`src/rtl/delay_ctrl_pkg.sv`:
```
// Shared types and constants for the delay-line alignment controller.
// Imported by the controller top and its delay-line storage.
package delay_ctrl_pkg;

  localparam int LAT_W       = 5;
  localparam int DELAY_DEPTH = 32;
  localparam int FLUSH_BASE  = 33;
  localparam int FLUSH_CNT_W = 7;

  typedef enum logic [1:0] {
    IDLE,
    PENDING,
    FLUSH
  } dctl_state_t;

  function automatic logic [FLUSH_CNT_W-1:0] flush_len(
    input logic [LAT_W-1:0] lat
  );
    return FLUSH_CNT_W'(FLUSH_BASE) + FLUSH_CNT_W'(lat);
  endfunction

endpackage

```
`src/rtl/delayfifo32.sv`:
```
// 32-entry circular delay line, L+1 cycles from din_i to dout_o.
// Unreset storage; the controller blanks its output until refilled.
import delay_ctrl_pkg::*;

module delayfifo32 #(
  parameter int unsigned BIT_WIDTH = 8
) (
  input  logic                 clk,
  input  logic [BIT_WIDTH-1:0] din_i,
  input  logic [LAT_W-1:0]     lat_i,
  output logic [BIT_WIDTH-1:0] dout_o
);

  logic [BIT_WIDTH-1:0] mem_q [DELAY_DEPTH];
  logic [LAT_W-1:0]     wp_q;
  logic [LAT_W-1:0]     rd_idx;
  logic [BIT_WIDTH-1:0] dout_q;

  // Read sees the pre-write contents, so L=31 reads the slot being replaced.
  assign rd_idx = wp_q - lat_i - LAT_W'(1);

  always_ff @(posedge clk) begin
    mem_q[wp_q] <= din_i;
    wp_q        <= wp_q + LAT_W'(1);
    dout_q      <= mem_q[rd_idx];
  end

  assign dout_o = dout_q;

endmodule

```
`src/rtl/delay_align_ctrl.sv`:
```
// Latency controller owning a 32-entry delay line: applies changes on
// line-start strobes and blanks the output while the line refills.
import delay_ctrl_pkg::*;

module delay_align_ctrl #(
  parameter int unsigned          BIT_WIDTH     = 8,
  parameter logic [BIT_WIDTH-1:0] BLANK_VALUE   = '0,
  parameter int unsigned          RESET_LATENCY = 0
) (
  input  logic                 clk,
  input  logic                 rst_n,
  input  logic                 cfg_valid,
  output logic                 cfg_ready,
  input  logic [LAT_W-1:0]     cfg_latency,
  input  logic                 apply_strobe,
  input  logic [BIT_WIDTH-1:0] in,
  output logic [BIT_WIDTH-1:0] out,
  output logic                 out_valid,
  output logic [LAT_W-1:0]     cur_latency,
  output logic                 busy
);

  localparam logic [LAT_W-1:0] RST_LAT = LAT_W'(RESET_LATENCY);

  dctl_state_t            state_q, state_d;
  logic [FLUSH_CNT_W-1:0] cnt_q, cnt_d;
  logic [LAT_W-1:0]       cur_q, cur_d;
  logic [LAT_W-1:0]       pend_q, pend_d;
  logic [BIT_WIDTH-1:0]   out_q, out_d;
  logic                   ov_q, ov_d;
  logic [BIT_WIDTH-1:0]   dl_out;
  logic                   accept;
  logic [LAT_W-1:0]       applied;

  delayfifo32 #(
    .BIT_WIDTH(BIT_WIDTH)
  ) u_line (
    .clk   (clk),
    .din_i (in),
    .lat_i (cur_q),
    .dout_o(dl_out)
  );

  always_ff @(posedge clk or negedge rst_n) begin
    if (!rst_n) begin
      state_q <= FLUSH;
      cnt_q   <= flush_len(RST_LAT);
      cur_q   <= RST_LAT;
      pend_q  <= '0;
      out_q   <= BLANK_VALUE;
      ov_q    <= 1'b0;
    end else begin
      state_q <= state_d;
      cnt_q   <= cnt_d;
      cur_q   <= cur_d;
      pend_q  <= pend_d;
      out_q   <= out_d;
      ov_q    <= ov_d;
    end
  end

  assign accept  = cfg_valid & cfg_ready;
  // A word arriving with the strobe supersedes the one already pending.
  assign applied = accept ? cfg_latency : pend_q;

  always_comb begin
    state_d = state_q;
    cnt_d   = cnt_q;
    cur_d   = cur_q;
    pend_d  = pend_q;
    unique case (state_q)
      IDLE: begin
        if (accept && cfg_latency != cur_q) begin
          pend_d  = cfg_latency;
          state_d = PENDING;
        end
      end
      PENDING: begin
        if (apply_strobe) begin
          if (applied != cur_q) begin
            cur_d   = applied;
            cnt_d   = flush_len(applied);
            state_d = FLUSH;
          end else begin
            state_d = IDLE;
          end
        end else if (accept) begin
          pend_d = cfg_latency;
        end
      end
      FLUSH: begin
        if (cnt_q == '0) begin
          state_d = IDLE;
        end else begin
          cnt_d = cnt_q - FLUSH_CNT_W'(1);
        end
      end
      default: begin
        state_d = FLUSH;
        cnt_d   = flush_len(cur_q);
      end
    endcase
  end

  always_comb begin
    cfg_ready = (state_q != FLUSH);
    busy      = (state_q != IDLE);
    ov_d      = (state_q != FLUSH);
    out_d     = ov_d ? dl_out : BLANK_VALUE;
  end

  assign out         = out_q;
  assign out_valid   = ov_q;
  assign cur_latency = cur_q;

endmodule

```
`config.mk`:
```
export PLATFORM = sky130hd
export DESIGN_NAME = delay_align_ctrl
export DESIGN_NICKNAME = d
export VERILOG_FILES = /design/src/rtl/delay_ctrl_pkg.sv /design/src/rtl/delayfifo32.sv /design/src/rtl/delay_align_ctrl.sv
export SDC_FILE = /design/constraint.sdc
export NUM_CORES = 1
export LEC_CHECK = 0
export ABC_AREA = 1
export CORE_UTILIZATION = 55
export CTS_CLUSTER_DIAMETER = 200
export DETAILED_ROUTE_END_ITERATION = 10
export PLACE_DENSITY = 0.72
export REMOVE_ABC_BUFFERS = 1
export SLEW_MARGIN = 0
export SYNTH_ARGS = -nofsm -noshare
export SYNTH_HDL_FRONTEND = slang
export SYNTH_SLANG_ARGS = --single-unit
```
`constraint.sdc`:
```
create_clock -name clk -period 2.59 [get_ports clk]
set_input_delay 0.518 -clock clk [delete_from_list [all_inputs] [get_ports clk]]
set_output_delay 0.518 -clock clk [all_outputs]
set_load 0.01 [all_outputs]
```
# Word-level counts from Yosys, hierarchy flattened
# Memories as Yosys holds them, arrays and structs flattened. A register that Yosys moved wholly into a read port is not among the register bits.
# Index checks and enable logic that the tools add are counted.
dict set report classes {
  add_sub_neg 6
  bitwise 2
  n_mux 14
  multipliers 0
  magnitude_cmp 0
  n_eq_ne 11
  n_div 0
  reduce_logical 9
  n_shift 0
}
# op n
set op_table {}
lappend op_table {{2-to-1 mux 7 bit} 3}
lappend op_table {{case mux 7 bit (3 select lines)} 1}
lappend op_table {{2-to-1 mux 5 bit} 3}
lappend op_table {{adder 6 x 5 -> 7 bit (first input constant)} 2}
lappend op_table {{inequality test 2 bit (second input constant)} 7}
lappend op_table {{inequality test 5 bit} 2}
lappend op_table {{case mux 5 bit (2 select lines)} 1}
lappend op_table {{AND reduction 3 bit} 3}
lappend op_table {{2-to-1 mux 2 bit} 4}
lappend op_table {{2-to-1 mux 8 bit} 1}
lappend op_table {{zero test 7 bit} 1}
lappend op_table {{subtractor 7 x 1 -> 7 bit (second input constant)} 1}
lappend op_table {{case mux 2 bit (3 select lines)} 1}
lappend op_table {{adder 5 x 1 -> 5 bit (second input constant)} 1}
lappend op_table {{subtractor 5 x 1 -> 5 bit (second input constant)} 1}
lappend op_table {{subtractor 5 bit} 1}
lappend op_table {{AND reduction 4 bit} 1}
lappend op_table {{nonzero test 2 bit} 2}
lappend op_table {{equality test 2 x 1 -> 1 bit (second input constant)} 1}
lappend op_table {{equality test 2 bit (second input constant)} 1}
lappend op_table {{zero test 2 bit} 1}
lappend op_table {{AND 1 bit} 1}
lappend op_table {{logical AND 1 bit} 1}
lappend op_table {{inverter 1 bit} 1}
dict set report totals {
  output_inout_bits 16
  elab_cells 50
  romBits 0
  ram_bits 256
  ff_bits 33
  latchBits 0
  memories 1
}
# name depth width rd rd_clocked_by_memory_dff wr line
set memory_table {}
lappend memory_table {u_line.mem_q 32 8 1 1 1 delayfifo32.sv:14} ;# logic [BIT_WIDTH-1:0] mem_q [DELAY_DEPTH];

# Logic depth before layout (Yosys ltp)
# Gate-level depths: netlist of run 1.
dict set report depth {
  depth_word 7
  mapped_depth 15
}

# By module
# From an unflattened synthesis of run 1, not the netlist that was laid out.
dict set report hier_totals {
  hier_cells 1326
  area_unflattened_um2 13270.2
}
# mod cells_per_inst area_per_inst_um2 n_inst
set by_module_without_submodules {}
lappend by_module_without_submodules {delayfifo32 1075 11478.5 1}
lappend by_module_without_submodules {delay_align_ctrl 251 1791.7 1}

# Least setup slack after synthesis of run 1
# No wires, ideal clock.
dict set report synth_timing {
  kind {register -> register}
  start {register cur_q[0] (netlist: cur_latency[0])}
  end {register u_line.dout_q[3] (netlist: u_line.dout_o[3]), read port of u_line.mem_q}
  setup_time_ps 59
  path_buffers 2
  t_required_ps 2531
  stages_incl_launch_ff 12
  slack_ps 264
  arrival_ps 2267
  synth_period_minus_slack_ps 2326
  path_cell_list {dfrtp_1 -> inv_1 -> ha_1 -> fa_1 -> clkbuf_1 -> clkbuf_1 -> o21ai_0 -> o22ai_1 -> nand2_1 -> o211ai_1 -> nand3_1 -> nand2_1}
}
dict set report synth_between {
  elab_chain_cells 2
}
# item line
set synth_lines {}
lappend synth_lines {{start, declared} delay_align_ctrl.sv:27} ;# logic [LAT_W-1:0] cur_q, cur_d;
lappend synth_lines {{start signal, assigned} delay_align_ctrl.sv:55} ;# cur_q <= cur_d;
lappend synth_lines {{subtractor 5 bit} delayfifo32.sv:20} ;# assign rd_idx = wp_q - lat_i - LAT_W'(1);
lappend synth_lines {{subtractor 5 x 1 -> 5 bit} delayfifo32.sv:20}
lappend synth_lines {{end, declared} delayfifo32.sv:17} ;# logic [BIT_WIDTH-1:0] dout_q;
# Every way passes these cells.
# A chain may end at the register's enable or synchronous reset.

# Worst setup path after layout of run 1
dict set report layout_timing {
  start {register cur_q[0] (netlist: cur_latency[0])}
  end {register u_line.dout_q[2] (netlist: u_line.dout_o[2]), read port of u_line.mem_q}
}
# The elaborated chain is that of the path after synthesis.

==> summary.md, run 1 <==
| Metric | Value |
|---|---|
| Slew Limit Headroom | `0.415` |
| Buffers added on ports | `32` |
| Share of cells above drive strength 1 | `0.134` |
| Int Pwr | `about 11 mW` |
| Die ar. | `about 24000 µm²` |
| Routed via count | `8631` |
| DP Cell Count | `around 1400` |
| Adder-cell share of the synthesized area | `0.0125` |
| Post-Synth XOR/XNOR Area | `0.0108` |
| Area taken by flip-flops and latches | `a little under 9000 µm²` |
| Power after layout | `around 17 mW` |
| Fin crit period | `2.63 ns` |
| Startpoint Class | `register` |
| Tcrit/Tclk final | `1.01` |
| Clk root buf | `clkbuf_16` |
| Mux cell area share after synthesis | `0.0119` |
| Crit path buffers/inverters | `5` |
| CP required | `3.09 ns` |
| Final worst slack | `-0.0370 ns` |
| Largest net degree at the start of global routing | `between 60 and 70` |
| Post-Place Worst Slack | `-0.0181 ns` |
| Max frequency | `between 300 and 400 MHz` |
| Vias per inst | `5.77` |
| HPWL after DPL | `between 15 and 20 mm` |
| RD Place Congestion | `about 0.87` |
| Final ANT Viol Nets | `0` |
| Switching Fraction | `0.358` |
| Die Y-Extent | `approximately 150 µm` |
| N_diodes | `0` |
| Setup_tns | `-0.0669 ns` |
| Slew @ Worst Pin | `approximately 0.87 ns` |
| VDD IR-drop max | `roughly 0.00068 V` |
| Grt ovf | `0` |
| Top_reg_cell synth | `edfxtp_1` |
| Cell Rows | `55` |
| Leak | `around 5.5 nW` |
| Hold crit path type | `primary input to asynchronous set/reset pin` |
| Synth Area in Simple Gates | `0.130` |
| Crit path DAT | `roughly 3.1 ns` |
| CP Max Fanout | `6` |
| Most common cell after layout, fill and taps aside | `edfxtp_1` |
| Final Hold Viols | `0` |
| Final wirelength | `around 30 mm` |
| Clk sinks | `297` |
| Drc violations | `0` |
| Switching Power | `roughly 6.0 mW` |
| Initial antenna violation count | `0` |
| Pwr dens | `roughly 1100 nW/µm²` |
| Slew Viols, Final | `0` |
| Biggest cell delay along the critical path | `between 0.8 and 0.9 ns` |
| Max-Cap Viols | `0` |
| CTS Buf Count | `30` |
| Non-filler cells, final | `roughly 1500` |
| CTS tree | `yes` |
| Critical setup path kind | `register to register` |
| Die width | `roughly 150 µm` |
| Synth async-reset ratio | `0.0943` |
| Failing checks | `negative setup slack` |
| Area of the multi-input gates | `3540 µm²` |
| Crit-path leading delay family | `adder cells` |
| Cells after Synth | `around 1100` |
| DR WL/cell | `approximately 20 µm` |
| Core box area | `about 23000 µm²` |
| Number of global-route vias before repair | `~8200` |
| Pre-antenna DRT Iters | `6` |
| Unique masters post-synth | `36` |
| Clock Power Share | `0.274` |
| Number of enable flip-flop cells after synthesis | `256` |
| Tot GR Track Use | `0.256` |
| Slowest-stage cell, CP | `fa_4` |
| Power share of the sequential group | `0.339` |
| Maximum clock path buffer count | `3` |
| YS warnings | `0` |
| Worst-path clk slew | `0.07 ns` |
| Comb power frac | `0.387` |
| Boundary Pins | `33` |
| Starting Density | `0.558` |
| Synth Register Bits | `just under 300` |
| Post-Route Skew | `0.0102 ns` |
| Clock Latency Late Sink | `0.56 ns` |
| Mapped Area | `about 13000 µm²` |
| Compound-Gate Fraction of Synth Area | `0.105` |
| Fillers | `1631` |
| Status | `complete, but fails checks` |
| H-tree Lvls | `1` |
| Final setup vio count | `2` |
| Area Growth Syn to Fin | `19.0%` |
| Largest family of logic cells by synthesized area | `simple AND/OR/NAND/NOR gates` |
| Most frequent cells in the layout | `256 x edfxtp_1, 209 x nor2_1, 131 x o21ai_0, 128 x nand2_1, 72 x inv_1` |
| Hold Buf Count CTS | `0` |
| Cells along the critical path | `inv_2 > ha_4 > fa_4 > buf_12 > buf_12 > buf_8 > o21ai_1 > o21ai_1 > inv_1 > o211ai_1 > nand3_1 > nand2_1` |
| # nets final | `1218` |
| Crit path capture type | `register` |
| Syn avg cell area | `roughly 11 µm²` |
| RSZ-0062 raised after global routing | `yes` |
| Min Hold Slack | `between 0.3 and 0.4 ns` |
| DR iter-0 viols | `856` |
| First-pass GRT wire length | `45.9 mm` |
| Sequential-to-total area share from yosys stat | `0.687` |
sequential cells by signal, summed over array words and instances, names as in the netlist:
signal         count
cnt_q              7
pend_q             5
u_line.mem_q     256
out_valid          1
u_line.dout_o      8
cur_latency        5
u_line.wp_q        5
state_q            2
out                8
logic make-up after synthesis:
group | Yosys count
adder cells (fa/ha/maj) | 12
flip-flops | 297
buffers and inverters | 134
multiplexers | 15
AND/OR/NAND/NOR | 404
AO/OA/AOI/OAI | 242
XOR/XNOR | 13
layout make-up:
cell class	instances	share of cell area
flip-flops and latches	297	0.577
multi-input cells	686	0.236
repair buffers	94	0.0714
clock buffers	32	0.0520
well taps	285	0.0238
inverters	80	0.0200
clock inverters	22	0.0190
per-layer routing:
layer	up-vias	global-route usage	wire length, µm
met2	367	0.413	14300
li1	4032	-	-
met1	4165	0.359	12700
met3	67	0.0349	2140
met5	-	0	0
met4	0	0.0914	844
per-stage QoR:
stage,util,cell area (µm²)
detailed placement,0.598,13500
CTS,0.656,14800
finish,0.664,15000
global route,0.664,15000
global placement,0.598,13500
floorplan,-,12400
Yosys cell counts (4+ instances only):
| cell type | number | area [µm²] |
|---|---|---|
| nor2_1 | 221 | 830 |
| nand2_1 | 128 | 480 |
| inv_2 | 4 | 15.0 |
| edfxtp_1 | 256 | 7690 |
| o21ai_1 | 17 | 85.1 |
| ha_1 | 11 | 138 |
| nor2_2 | 4 | 25.0 |
| dfxtp_1 | 13 | 260 |
| inv_1 | 76 | 285 |
| nand3_1 | 40 | 200 |
| dfrtp_1 | 25 | 626 |
| o22ai_1 | 15 | 93.8 |
| xor2_1 | 5 | 43.8 |
| a21oi_1 | 7 | 35.0 |
| o21ai_0 | 170 | 851 |
| mux2i_1 | 15 | 150 |
| buf_2 | 18 | 90.1 |
| o211ai_1 | 30 | 225 |
| clkbuf_1 | 30 | 113 |
| xnor2_1 | 5 | 43.8 |
repair_timing:
action                                 4_1_cts  5_1_grt
gates resized for setup                     35       47
setup endpoints to repair                    4        8
setup buffers                                8        2
gates cloned                                 3        3
pin swaps                                   25       42
endpoints found under the hold margin        0        0
power by group through the flow:
stage	Clock, mW	Combinational, mW	Sequential, mW
after global routing	4.84	7.11	5.75
after floorplan	0	3.56	5.79
final	4.63	6.53	5.71
after detailed placement	0	5.51	5.81
after global placement	0	5.40	5.81
after CTS	4.65	6.09	5.72
final timing paths:
| kind | start | to | slack, ns | depth (start not counted) |
|---|---|---|---|---|
| max reg2reg | cur_latency[0] | u_line.dout_o[2] | -0.04 | 12 |
| max in group asynchronous | rst_n | cnt_q[5] | 1.91 | 2 |
| min reg2reg | u_line.dout_o[3] | out[3] | 0.43 | 2 |
| min | rst_n | cur_latency[4] | 0.35 | 2 |
| max | cur_latency[0] | u_line.dout_o[2] | -0.04 | 12 |
| min in group clk | u_line.dout_o[3] | out[3] | 0.43 | 2 |
No activity file was read; power rests on OpenSTA's default activity.
==> run 2: changes to the inputs <==
--- a/config.mk
+++ b/config.mk
@@ -8,2 +8,3 @@
 export ABC_AREA = 1
+export CORE_ASPECT_RATIO = 1.25
 export CORE_UTILIZATION = 55
==> constraint.sdc (replaced) <==
create_clock -name clk -period 2.59 [get_ports clk]
set_input_delay 0.3885 -clock clk [delete_from_list [all_inputs] [get_ports clk]]
set_output_delay 0.3885 -clock clk [all_outputs]
set_load 0.01 [all_outputs]
==> summary.md, run 2 (synthesis results as in run 1) <==
| Metric | Value |
|---|---|
| Status | `complete, but fails checks` |
| Failing checks | `negative setup slack` |
| Met1 Use GR | `0.333 (-0.0258)` |
| Area Growth Syn to Fin | `17.4%` |
| Hold crit path type | `primary input to asynchronous set/reset pin` |
| Pre-antenna DRT Iters | `5 (-1)` |
| Post-Route Skew | `0.0144 ns (+0.00423 ns)` |
| Routed via count | `8640 (+0.10%)` |
| Number of global-route vias before repair | `8247 (+0.78%)` |
| Crit path capture type | `register` |
| Max reg flops | `256 (unchanged)` |
| Non-filler cells, final | `1495 (-0.067%)` |
| CTS Buf Count | `28 (-6.7%)` |
| N_diodes | `0 (unchanged)` |
| Post-Place Worst Slack | `-0.0660 ns (-0.0480 ns)` |
| Tot GR Track Use | `0.252 (-0.00404)` |
| Die width | `137 µm (-10%)` |
| Leak | `5.44 nW (-1.1%)` |
| Pwr dens | `1080 nW/µm² (-4.0%)` |
| VDD IR-drop max | `0.000759 V (+11%)` |
| Final setup vio count | `1 (-1)` |
| Worst-case reg-to-reg path depth | `13 (+1)` |
| Buffers added on ports | `32 (unchanged)` |
| Gr busiest metal | `met2` |
| Tcrit/Tclk final | `1.00 (-0.0122)` |
| Vias per inst | `5.78 (+0.17%)` |
| Maximum clock path buffer count | `3 (unchanged)` |
| Cell Rows | `61 (+11%)` |
| Met3 usage in global routing | `0.0309 (-0.00393)` |
| Startpoint Class | `register` |
| DR iter-0 viols | `766 (-11%)` |
| Die ar. | `23500 µm² (about the same)` |
| Critical setup path kind | `register to register` |
| Slew Viols, Final | `0 (unchanged)` |
| Crit path buffers/inverters | `5 (unchanged)` |
| Post-route design area | `14800 µm² (-1.3%)` |
| Slew @ Worst Pin | `0.793 ns (-0.0812 ns)` |
| HPWL after DPL | `17.7 mm (+2.8%)` |
| RD Place Congestion | `0.877 (+0.83%)` |
| CP Max Fanout | `5 (-1)` |
| Crit-path leading delay family | `adder cells` |
| Drc violations | `0 (unchanged)` |
| Final Hold Viols | `0 (unchanged)` |
| # nets final | `1220 (+0.16%)` |
| CTS tree | `yes` |
| Crit path DAT | `3.08 ns (-0.04 ns)` |
| Worst r2r dst | `u_line.dout_o[5]` |
| Setup_tns | `-0.00534 ns (+0.0616 ns)` |
| Fin crit period | `2.60 ns (-0.0316 ns)` |
| Max frequency | `385 MHz (+1.2%)` |
| Final ANT Viol Nets | `0 (unchanged)` |
| DP Cell Count | `1427 (+0.070%)` |
| DR WL/cell | `19.6 µm (-2.3%)` |
| RSZ-0062 raised after global routing | `yes` |
| Top cell by count, worst path | `o21ai_1` |
| Final worst slack | `-0.00534 ns (+0.0316 ns)` |
| Share of cells above drive strength 1 | `0.120 (-0.0141)` |
| First-pass GRT wire length | `44.6 mm (-2.8%)` |
| Boundary Pins | `33 (unchanged)` |
| FF-to-FF Start | `cur_latency[0]` |
| Clk root buf | `clkbuf_16` |
| Die Y-Extent | `171 µm (+12%)` |
| Worst-path clk slew | `0.07 ns (about the same)` |
| Clock Latency Late Sink | `0.54 ns (-0.02 ns)` |
| Clk sinks | `297 (unchanged)` |
| Biggest cell delay along the critical path | `0.65 ns (-0.16 ns)` |
| Most common cell after layout, fill and taps aside | `edfxtp_1` |
| Slew Limit Headroom | `0.469 (+0.0544)` |
| Starting Density | `0.563 (+0.00521)` |
| H-tree Lvls | `1 (unchanged)` |
| Initial antenna violation count | `0 (unchanged)` |
| Register-to-register setup slack | `-0.005 ns (+0.03 ns)` |
| M2 GR Usage | `0.428 (+0.0151)` |
| Max-Cap Viols | `0 (unchanged)` |
| Largest net degree at the start of global routing | `65 (-4.4%)` |
| Core box area | `22400 µm² (-0.93%)` |
| Area of placed instances | `13500 µm² (+0.33%)` |
| Fillers | `1594 (-2.3%)` |
| CP required | `3.07 ns (-0.02 ns)` |
| Slowest-stage cell, CP | `fa_4` |
| Top reg by flops | `u_line.mem_q` |
| Final wirelength | `29.3 mm (-2.4%)` |
| Hold Buf Count CTS | `0 (unchanged)` |
| Grt ovf | `0 (unchanged)` |
| Most frequent cells in the layout | `256 x edfxtp_1, 217 x nor2_1, 142 x o21ai_0, 128 x nand2_1, 74 x inv_1` |
| Cells along the critical path | `inv_2 > ha_4 > fa_4 > buf_6 > buf_12 > buf_16 > nor2_2 > o21ai_1 > o21ai_1 > inv_1 > o211ai_1 > nand3_1 > nand2_1` |
run 2: changes by cell type in the layout (fill, tap and decap cells not counted), moves of 3 or more:
cell / previous run / this run
buf_4: 40 / 43
bufinv_16: 6 / 1
clkbuf_1: 1 / 9
clkinvlp_4: 5 / 1
nor2_1: 209 / 217
nor2_2: 12 / 6
o21ai_0: 131 / 142
o21ai_1: 49 / 39
run 2: stage by stage:
stage / util / power, mW / hold WS, ns
6_report: 0.661 / 16.0 / 0.235
5_1_grt: 0.661 / 16.8 / 0.277
4_1_cts: 0.652 / 15.6 / 0.248
3_5_place_dp: 0.606 / 11.4 / 0.430
3_3_place_gp: 0.606 / 11.3 / 0.424
2_1_floorplan: - / 9.34 / 0.0929
run 2: what timing repair did:
item | CTS | global route
gates resized for setup | 10 | 45
endpoints found under the setup margin | 2 | 8
buffers inserted | 6 | 4
pin swaps | 7 | 26
cloned | 3 | 4
run 2: where the power goes:
group          leakage [nW]  switching, mW  internal, mW
logic                  2.26           3.86          2.52
clock network         0.427           1.69          2.21
registers              2.75          0.201          5.50
run 2: worst max path at each step:
stage                   startpoint                to  depth (start not counted)
floorplan           cur_latency[0]  u_line.dout_o[6]                          9
global route        cur_latency[0]  u_line.dout_o[5]                         13
global placement    cur_latency[0]  u_line.dout_o[4]                         10
detailed placement  cur_latency[0]  u_line.dout_o[4]                         10
finish              cur_latency[0]  u_line.dout_o[5]                         13
CTS                 cur_latency[0]  u_line.dout_o[0]                         11
run 2: cell type report:
type	instances	area, µm²	share of cell area
clock inverter	11	85.1	0.00575
tap	283	354	0.0239
sequential	297	8650	0.585
clock buffer	40	787	0.0532
timing repair buffer	98	1110	0.0750
inverter	80	300	0.0203
multi-input combinational	686	3500	0.237
run 2: worst register-to-register path, stage by stage (launching register included):
cell      delay (ns)
dfrtp_1         0.40
inv_2           0.10
ha_4            0.14
fa_4            0.65
buf_6           0.17
buf_12          0.13
buf_16          0.13
nor2_2          0.08
o21ai_1         0.07
o21ai_1         0.08
inv_1           0.05
o211ai_1        0.34
nand3_1         0.13
nand2_1         0.09
run 2: routing by layer:
metal	vias up	part of all wire
li1	4021	-
met1	4194	0.41
met2	354	0.49
met3	71	0.067
met4	0	0.032
met5	-	0
